File: src/rtl/ef_adc_sar_pkg.sv
// Shared types and constants for the SAR ADC controller.
// Consumed by ef_adc_sar_reg and ef_adc_sar_ctrl.
package ef_adc_sar_pkg;

  localparam int ADC_DATA_W = 10;
  localparam int ADC_CH_W   = 3;

  localparam logic [ADC_DATA_W-1:0] SAR_MSB_INIT = 10'h200;

  typedef enum logic [1:0] {
    ST_IDLE    = 2'd0,
    ST_SAMPLE  = 2'd1,
    ST_CONVERT = 2'd2,
    ST_DONE    = 2'd3
  } sar_state_e;

endpackage

File: src/rtl/ef_adc_sar_reg.sv
// Successive-approximation register: trial code plus one-hot bit-index shifter.
// init loads the MSB trial; each step keeps or clears the current bit and sets the next one.
module ef_adc_sar_reg
  import ef_adc_sar_pkg::*;
#(
  parameter int DATA_W = ADC_DATA_W
) (
  input  logic              clk,
  input  logic              RST,
  input  logic              init,
  input  logic              step,
  input  logic              cmp,
  output logic [DATA_W-1:0] code,
  output logic              last
);

  logic [DATA_W-1:0] r_code;
  logic [DATA_W-1:0] r_mask;
  logic [DATA_W-1:0] w_code_nxt;

  // Bit under test is r_mask; the next-lower trial bit is raised in the same edge.
  assign w_code_nxt = (cmp ? r_code : (r_code & ~r_mask)) | (r_mask >> 1);

  always_ff @(posedge clk or negedge RST) begin
    if (!RST) begin
      r_code <= '0;
      r_mask <= '0;
    end else if (init) begin
      r_code <= DATA_W'(SAR_MSB_INIT);
      r_mask <= DATA_W'(SAR_MSB_INIT);
    end else if (step) begin
      r_code <= w_code_nxt;
      r_mask <= r_mask >> 1;
    end
  end

  assign code = r_code;
  assign last = r_mask[0];

endmodule

File: src/rtl/ef_adc_sar_ctrl.sv
// Sequencing controller for the 10-bit, 8-channel SAR ADC macro.
// Optional channel scan is built when EF_ADC_SAR_CTRL_SCAN_EN is defined.
//
//   state   | meaning
//   IDLE    | waiting for en_i && start_i; EN follows en_i
//   SAMPLE  | macro tracking input, down-counter running
//   CONVERT | HOLD high, one bit resolved per clock
//   DONE    | one-cycle eoc_o, result_o valid
module ef_adc_sar_ctrl
  import ef_adc_sar_pkg::*;
#(
  parameter int DATA_W = ADC_DATA_W,
  parameter int CH_W   = ADC_CH_W
) (
  input  logic              clk,
  input  logic              RST,
  input  logic              en_i,
  input  logic              start_i,
  input  logic [CH_W-1:0]   chan_i,
  input  logic [7:0]        sample_cycles_i,
  input  logic              cmp_i,
`ifdef EF_ADC_SAR_CTRL_SCAN_EN
  input  logic [CH_W-1:0]   scan_last_i,
`endif
  output logic              adc_en_o,
  output logic              adc_hold_o,
  output logic [CH_W-1:0]   adc_sel_o,
  output logic [DATA_W-1:0] dac_o,
  output logic [DATA_W-1:0] result_o,
  output logic [CH_W-1:0]   chan_o,
  output logic              eoc_o,
  output logic              busy_o
);

  sar_state_e        r_state;
  sar_state_e        w_state_nxt;
  logic [7:0]        r_cnt;
  logic [CH_W-1:0]   r_sel;
  logic [DATA_W-1:0] r_result;
  logic [CH_W-1:0]   r_chan;

  logic [7:0]        w_s_eff;
  logic              w_accept;
  logic              w_cnt_tc;
  logic              w_scan_more;
  logic              w_sar_init;
  logic              w_sar_step;
  logic [DATA_W-1:0] w_code;
  logic              w_last;

  assign w_s_eff  = (sample_cycles_i == 8'd0) ? 8'd1 : sample_cycles_i;
  assign w_accept = (r_state == ST_IDLE) && en_i && start_i;
  assign w_cnt_tc = (r_cnt == 8'd1);

`ifdef EF_ADC_SAR_CTRL_SCAN_EN
  // Sample length is frozen at start so mid-scan edits only affect the next start.
  logic [7:0] r_s_lat;

  assign w_scan_more = (r_sel < scan_last_i);

  always_ff @(posedge clk or negedge RST) begin
    if (!RST) begin
      r_s_lat <= 8'd0;
    end else if (w_accept) begin
      r_s_lat <= w_s_eff;
    end
  end
`else
  assign w_scan_more = 1'b0;
`endif

  always_comb begin
    w_state_nxt = r_state;
    w_sar_init  = 1'b0;
    w_sar_step  = 1'b0;
    if (!en_i) begin
      w_state_nxt = ST_IDLE;
    end else begin
      case (r_state)
        ST_IDLE: begin
          if (start_i) w_state_nxt = ST_SAMPLE;
        end
        ST_SAMPLE: begin
          if (w_cnt_tc) begin
            w_state_nxt = ST_CONVERT;
            w_sar_init  = 1'b1;
          end
        end
        ST_CONVERT: begin
          w_sar_step = 1'b1;
          if (w_last) w_state_nxt = ST_DONE;
        end
        ST_DONE: begin
          w_state_nxt = w_scan_more ? ST_SAMPLE : ST_IDLE;
        end
        default: w_state_nxt = ST_IDLE;
      endcase
    end
  end

  always_ff @(posedge clk or negedge RST) begin
    if (!RST) begin
      r_state <= ST_IDLE;
    end else begin
      r_state <= w_state_nxt;
    end
  end

  always_ff @(posedge clk or negedge RST) begin
    if (!RST) begin
      r_cnt    <= 8'd0;
      r_sel    <= '0;
      r_result <= '0;
      r_chan   <= '0;
    end else if (w_accept) begin
      r_sel <= chan_i;
      r_cnt <= w_s_eff;
    end else if (en_i) begin
      case (r_state)
        ST_SAMPLE: begin
          if (!w_cnt_tc) r_cnt <= r_cnt - 8'd1;
        end
        ST_CONVERT: begin
          // At the last step the trial bit 0 is set, so cmp_i alone decides it.
          if (w_last) begin
            r_result <= {w_code[DATA_W-1:1], cmp_i};
            r_chan   <= r_sel;
          end
        end
        ST_DONE: begin
`ifdef EF_ADC_SAR_CTRL_SCAN_EN
          if (w_scan_more) begin
            r_sel <= r_sel + 1'b1;
            r_cnt <= r_s_lat;
          end
`endif
        end
        default: ;
      endcase
    end
  end

  ef_adc_sar_reg #(
    .DATA_W (DATA_W)
  ) u_sar (
    .clk  (clk),
    .RST  (RST),
    .init (w_sar_init),
    .step (w_sar_step),
    .cmp  (cmp_i),
    .code (w_code),
    .last (w_last)
  );

  // RST gates EN so the macro is disabled the instant reset asserts.
  assign adc_en_o   = RST & ((r_state == ST_IDLE) ? en_i : 1'b1);
  assign adc_hold_o = (r_state == ST_CONVERT);
  assign dac_o      = (r_state == ST_CONVERT) ? w_code : '0;
  assign adc_sel_o  = r_sel;
  assign result_o   = r_result;
  assign chan_o     = r_chan;
  assign eoc_o      = (r_state == ST_DONE);
  assign busy_o     = (r_state != ST_IDLE);

endmodule

File: config.mk
export PLATFORM = sky130hd
export DESIGN_NAME = ef_adc_sar_ctrl
export DESIGN_NICKNAME = d
export VERILOG_FILES = /design/src/rtl/ef_adc_sar_pkg.sv /design/src/rtl/ef_adc_sar_reg.sv /design/src/rtl/ef_adc_sar_ctrl.sv
export SDC_FILE = /design/constraint.sdc
export NUM_CORES = 1
export LEC_CHECK = 0
export CAP_MARGIN = 20
export CORE_MARGIN = 2
export CORE_UTILIZATION = 40
export CTS_CLUSTER_SIZE = 24
export DETAILED_ROUTE_END_ITERATION = 10
export HOLD_SLACK_MARGIN = 0.08
export MAX_ROUTING_LAYER = met4
export PLACE_DENSITY = 0.68
export SKIP_CTS_REPAIR_TIMING = 1
export SYNTH_ARGS = -nofsm -noshare
export SYNTH_HDL_FRONTEND = slang
export SYNTH_SLANG_ARGS = --single-unit
File: constraint.sdc
create_clock -name clk -period 1.8 [get_ports clk]
set_input_delay 0.54 -clock clk [delete_from_list [all_inputs] [get_ports clk]]
set_output_delay 0.54 -clock clk [all_outputs]
set_load 0.02 [all_outputs]
==> run metrics <==
Post-Synthesis Mean Instance Area=10.3 sq um; total wire length after detailed routing=4680 um; Vias=1725; worst setup path category=register to primary output; summed area of non-filler cells in the final layout=0.00301 sq mm; final std cells w/o fill=348; pwr/cell area=1060 mW/mm^2; Final Hold Viols=0; Final Net Count=300; mean routed wirelength per cell=13.4 um; unrepaired setup endpoints after global routing=true; worst hold-check path type=input pin to async pin; required time of the worst setup path=1.26 ns; overall global routing resource usage=17.2%; fraction of layout cells with a size suffix above 1=28.8%; global route total overflow=0; initial antenna violation count=0; worst-case vdd ir drop=0.639 mV; number of design rule violations left after detail routing=0; Crit Path Max Fanout=12; dpl cell area=0.00288 sq mm; violations in the final reports=setup timing; clock edge transition at the registers on the reported setup and hold paths=0.08 ns; cell taking the most area after synthesis=sky130_fd_sc_hd__dfrtp_1; clock sink count=46; commonest cells in the netlist=sky130_fd_sc_hd__dfrtp_1 (46), sky130_fd_sc_hd__nand2_1 (41), sky130_fd_sc_hd__a21oi_1 (26), sky130_fd_sc_hd__mux2_2 (17), sky130_fd_sc_hd__and2_1 (11); antenna violation net count after detailed routing=0; share of the cycle needed by the critical path after routing=104%; Top FF cell, synth=sky130_fd_sc_hd__dfrtp_1; buffer type at the clock tree root=sky130_fd_sc_hd__clkbuf_8; vias in the first global route=1714; crit path time final=1.87 ns; number of register bits inferred by synthesis=46; synthesized instance count=212; clock tree from TritonCTS=yes; Die Footprint=0.00608 sq mm; overall die height=78.0 um; sequential cell area fraction in the yosys report=52.5%; number of placement rows=26; Final Hold Slack=0.344 ns; Post-Route Utilization=57.8%; minimum setup slack in the final design=-0.0695 ns; filler cell count=470; setup TNS=-0.622 ns; final count of negative-setup-slack endpoints=10; Syn-to-layout area delta=37.4%; type of element launching the critical path=register; wire length of the first global-routing pass=8030 um; number of antenna repair diodes=0; leakage=1.67 nW; Max Slew Vio Count=0; Post-synth EDFFs=0; CORE AREA=0.00520 sq mm; number of ports placed on the die boundary=46; async set-reset flop share out of synthesis=100%; maximum clock rate=535 MHz; top post-synthesis cells by area=sky130_fd_sc_hd__dfrtp_1 (53%), sky130_fd_sc_hd__mux2_2 (8.7%), sky130_fd_sc_hd__nand2_1 (7.0%), sky130_fd_sc_hd__a21oi_1 (5.9%), sky130_fd_sc_hd__ha_1 (4.0%); Syn Nets=235; Die X=78.0 um; total area of sequential cells=0.00115 sq mm; routed vias/inst=4.96; number of warnings printed during yosys synthesis=0; clock insertion delay at the later pin of the skew report=0.29 ns; Clock Skews=0.00828 ns; distinct cell type count after synthesis=36; final estimated routing congestion in global placement=0.766; HPWL Detailed=3240 um; status=finished with violations; TritonRoute pass-1 iters=4; area share of the largest cell type after synthesis=52.5%; Port-buffer cells=45; arrival time of data at the critical path endpoint=1.33 ns; max-cap viol count=0; number of buffers created by CTS=5; Starting Density=42.1%; Max H-tree Level=2; worst slack at placement=-0.651 ns; worst slew pin tran=0.583 ns; most used standard cell by instance count after synthesis=sky130_fd_sc_hd__dfrtp_1; total instance count after detailed placement=339; area of the mapped netlist=0.00219 sq mm; pin count of the biggest net entering global routing=47; 1st-iter DRT viols=103; Max transition margin=61.1%; Clock Tree Buf Depth=2; area of combinational cells with multiple inputs=0.00102 sq mm; Critical Path End Type=primary output; total power consumption of the routed design=3.20 mW
## logic make-up after synthesis
family                   share of synthesized area (%)
AO/OA/AOI/OAI                                     10.5
XOR/XNOR                                          2.40
adder cells (fa/ha/maj)                           4.00
buffers and inverters                             3.83
flip-flops                                        52.5
multiplexers                                      9.65
AND/OR/NAND/NOR                                   17.1
## registers in the layout, indices dropped and copies added (netlist names)
register      cells
result_o         10
u_sar.code       10
r_cnt             8
r_state           2
chan_o            3
adc_sel_o         3
u_sar.r_mask     10
## cell type report
| type | instances | share of cell area (%) |
|---|---|---|
| Timing Repair Buffer | 67 | 20.9 |
| Multi-Input combinational cell | 148 | 34.0 |
| Sequential cell | 46 | 38.2 |
| Tap cell | 70 | 2.91 |
| Clock buffer | 5 | 2.29 |
| Clock inverter | 3 | 0.623 |
| Inverter | 9 | 1.12 |
## critical path, cell delays in order, from the launching register on
cell and delay (ns):
sky130_fd_sc_hd__dfrtp_1 0.38, sky130_fd_sc_hd__buf_4 0.15, sky130_fd_sc_hd__ha_4 0.20, sky130_fd_sc_hd__and2_1 0.17, sky130_fd_sc_hd__clkbuf_2 0.15
## power by group
group	switching, mW	total, mW	internal (mW)
combinational	0.645	1.28	0.634
clock	0.350	0.623	0.274
sequential	0.116	1.30	1.18
## path summary, 6_finish.rpt
| check | end | cells after the start | from | slack [ns] |
|---|---|---|---|---|
| setup / recovery | dac_o[0] | 4 | r_state[1]$_DFFE_PN0P_ | -0.07 |
| hold / removal | r_state[0]$_DFFE_PN0P_ | 2 | RST | 0.34 |
| setup reg to reg | result_o[2]$_DFFE_PN0P_ | 8 | r_state[0]$_DFFE_PN0P_ | 0.03 |
| hold reg to reg | result_o[5]$_DFFE_PN0P_ | 1 | result_o[5]$_DFFE_PN0P_ | 0.50 |
| max in group asynchronous | result_o[2]$_DFFE_PN0P_ | 2 | RST | 1.06 |
| min in group clk | result_o[5]$_DFFE_PN0P_ | 1 | result_o[5]$_DFFE_PN0P_ | 0.50 |
## routing by layer
layer  wire, um  vias up  global-route usage, %
met4         57        0                   5.79
met3        266        4                   3.26
li1           -      850                      -
met5          0        -                      -
met1       2180      813                   24.0
met2       2180       58                   25.4
## cell usage in the layout (no fill, tap or decap), types with 3 or more instances in the layout
cell type	n
sky130_fd_sc_hd__inv_2	4
sky130_fd_sc_hd__nand2_1	41
sky130_fd_sc_hd__nand4_1	3
sky130_fd_sc_hd__clkbuf_2	9
sky130_fd_sc_hd__a21oi_1	25
sky130_fd_sc_hd__xor2_1	4
sky130_fd_sc_hd__nor2_1	9
sky130_fd_sc_hd__and2_1	11
sky130_fd_sc_hd__ha_1	4
sky130_fd_sc_hd__clkdlybuf4s50_1	13
sky130_fd_sc_hd__dlymetal6s2s_1	19
sky130_fd_sc_hd__dfrtp_1	46
sky130_fd_sc_hd__inv_1	5
sky130_fd_sc_hd__clkbuf_8	5
sky130_fd_sc_hd__mux2_2	17
sky130_fd_sc_hd__buf_4	22
Note: power is estimated with default switching activity, not from simulation.
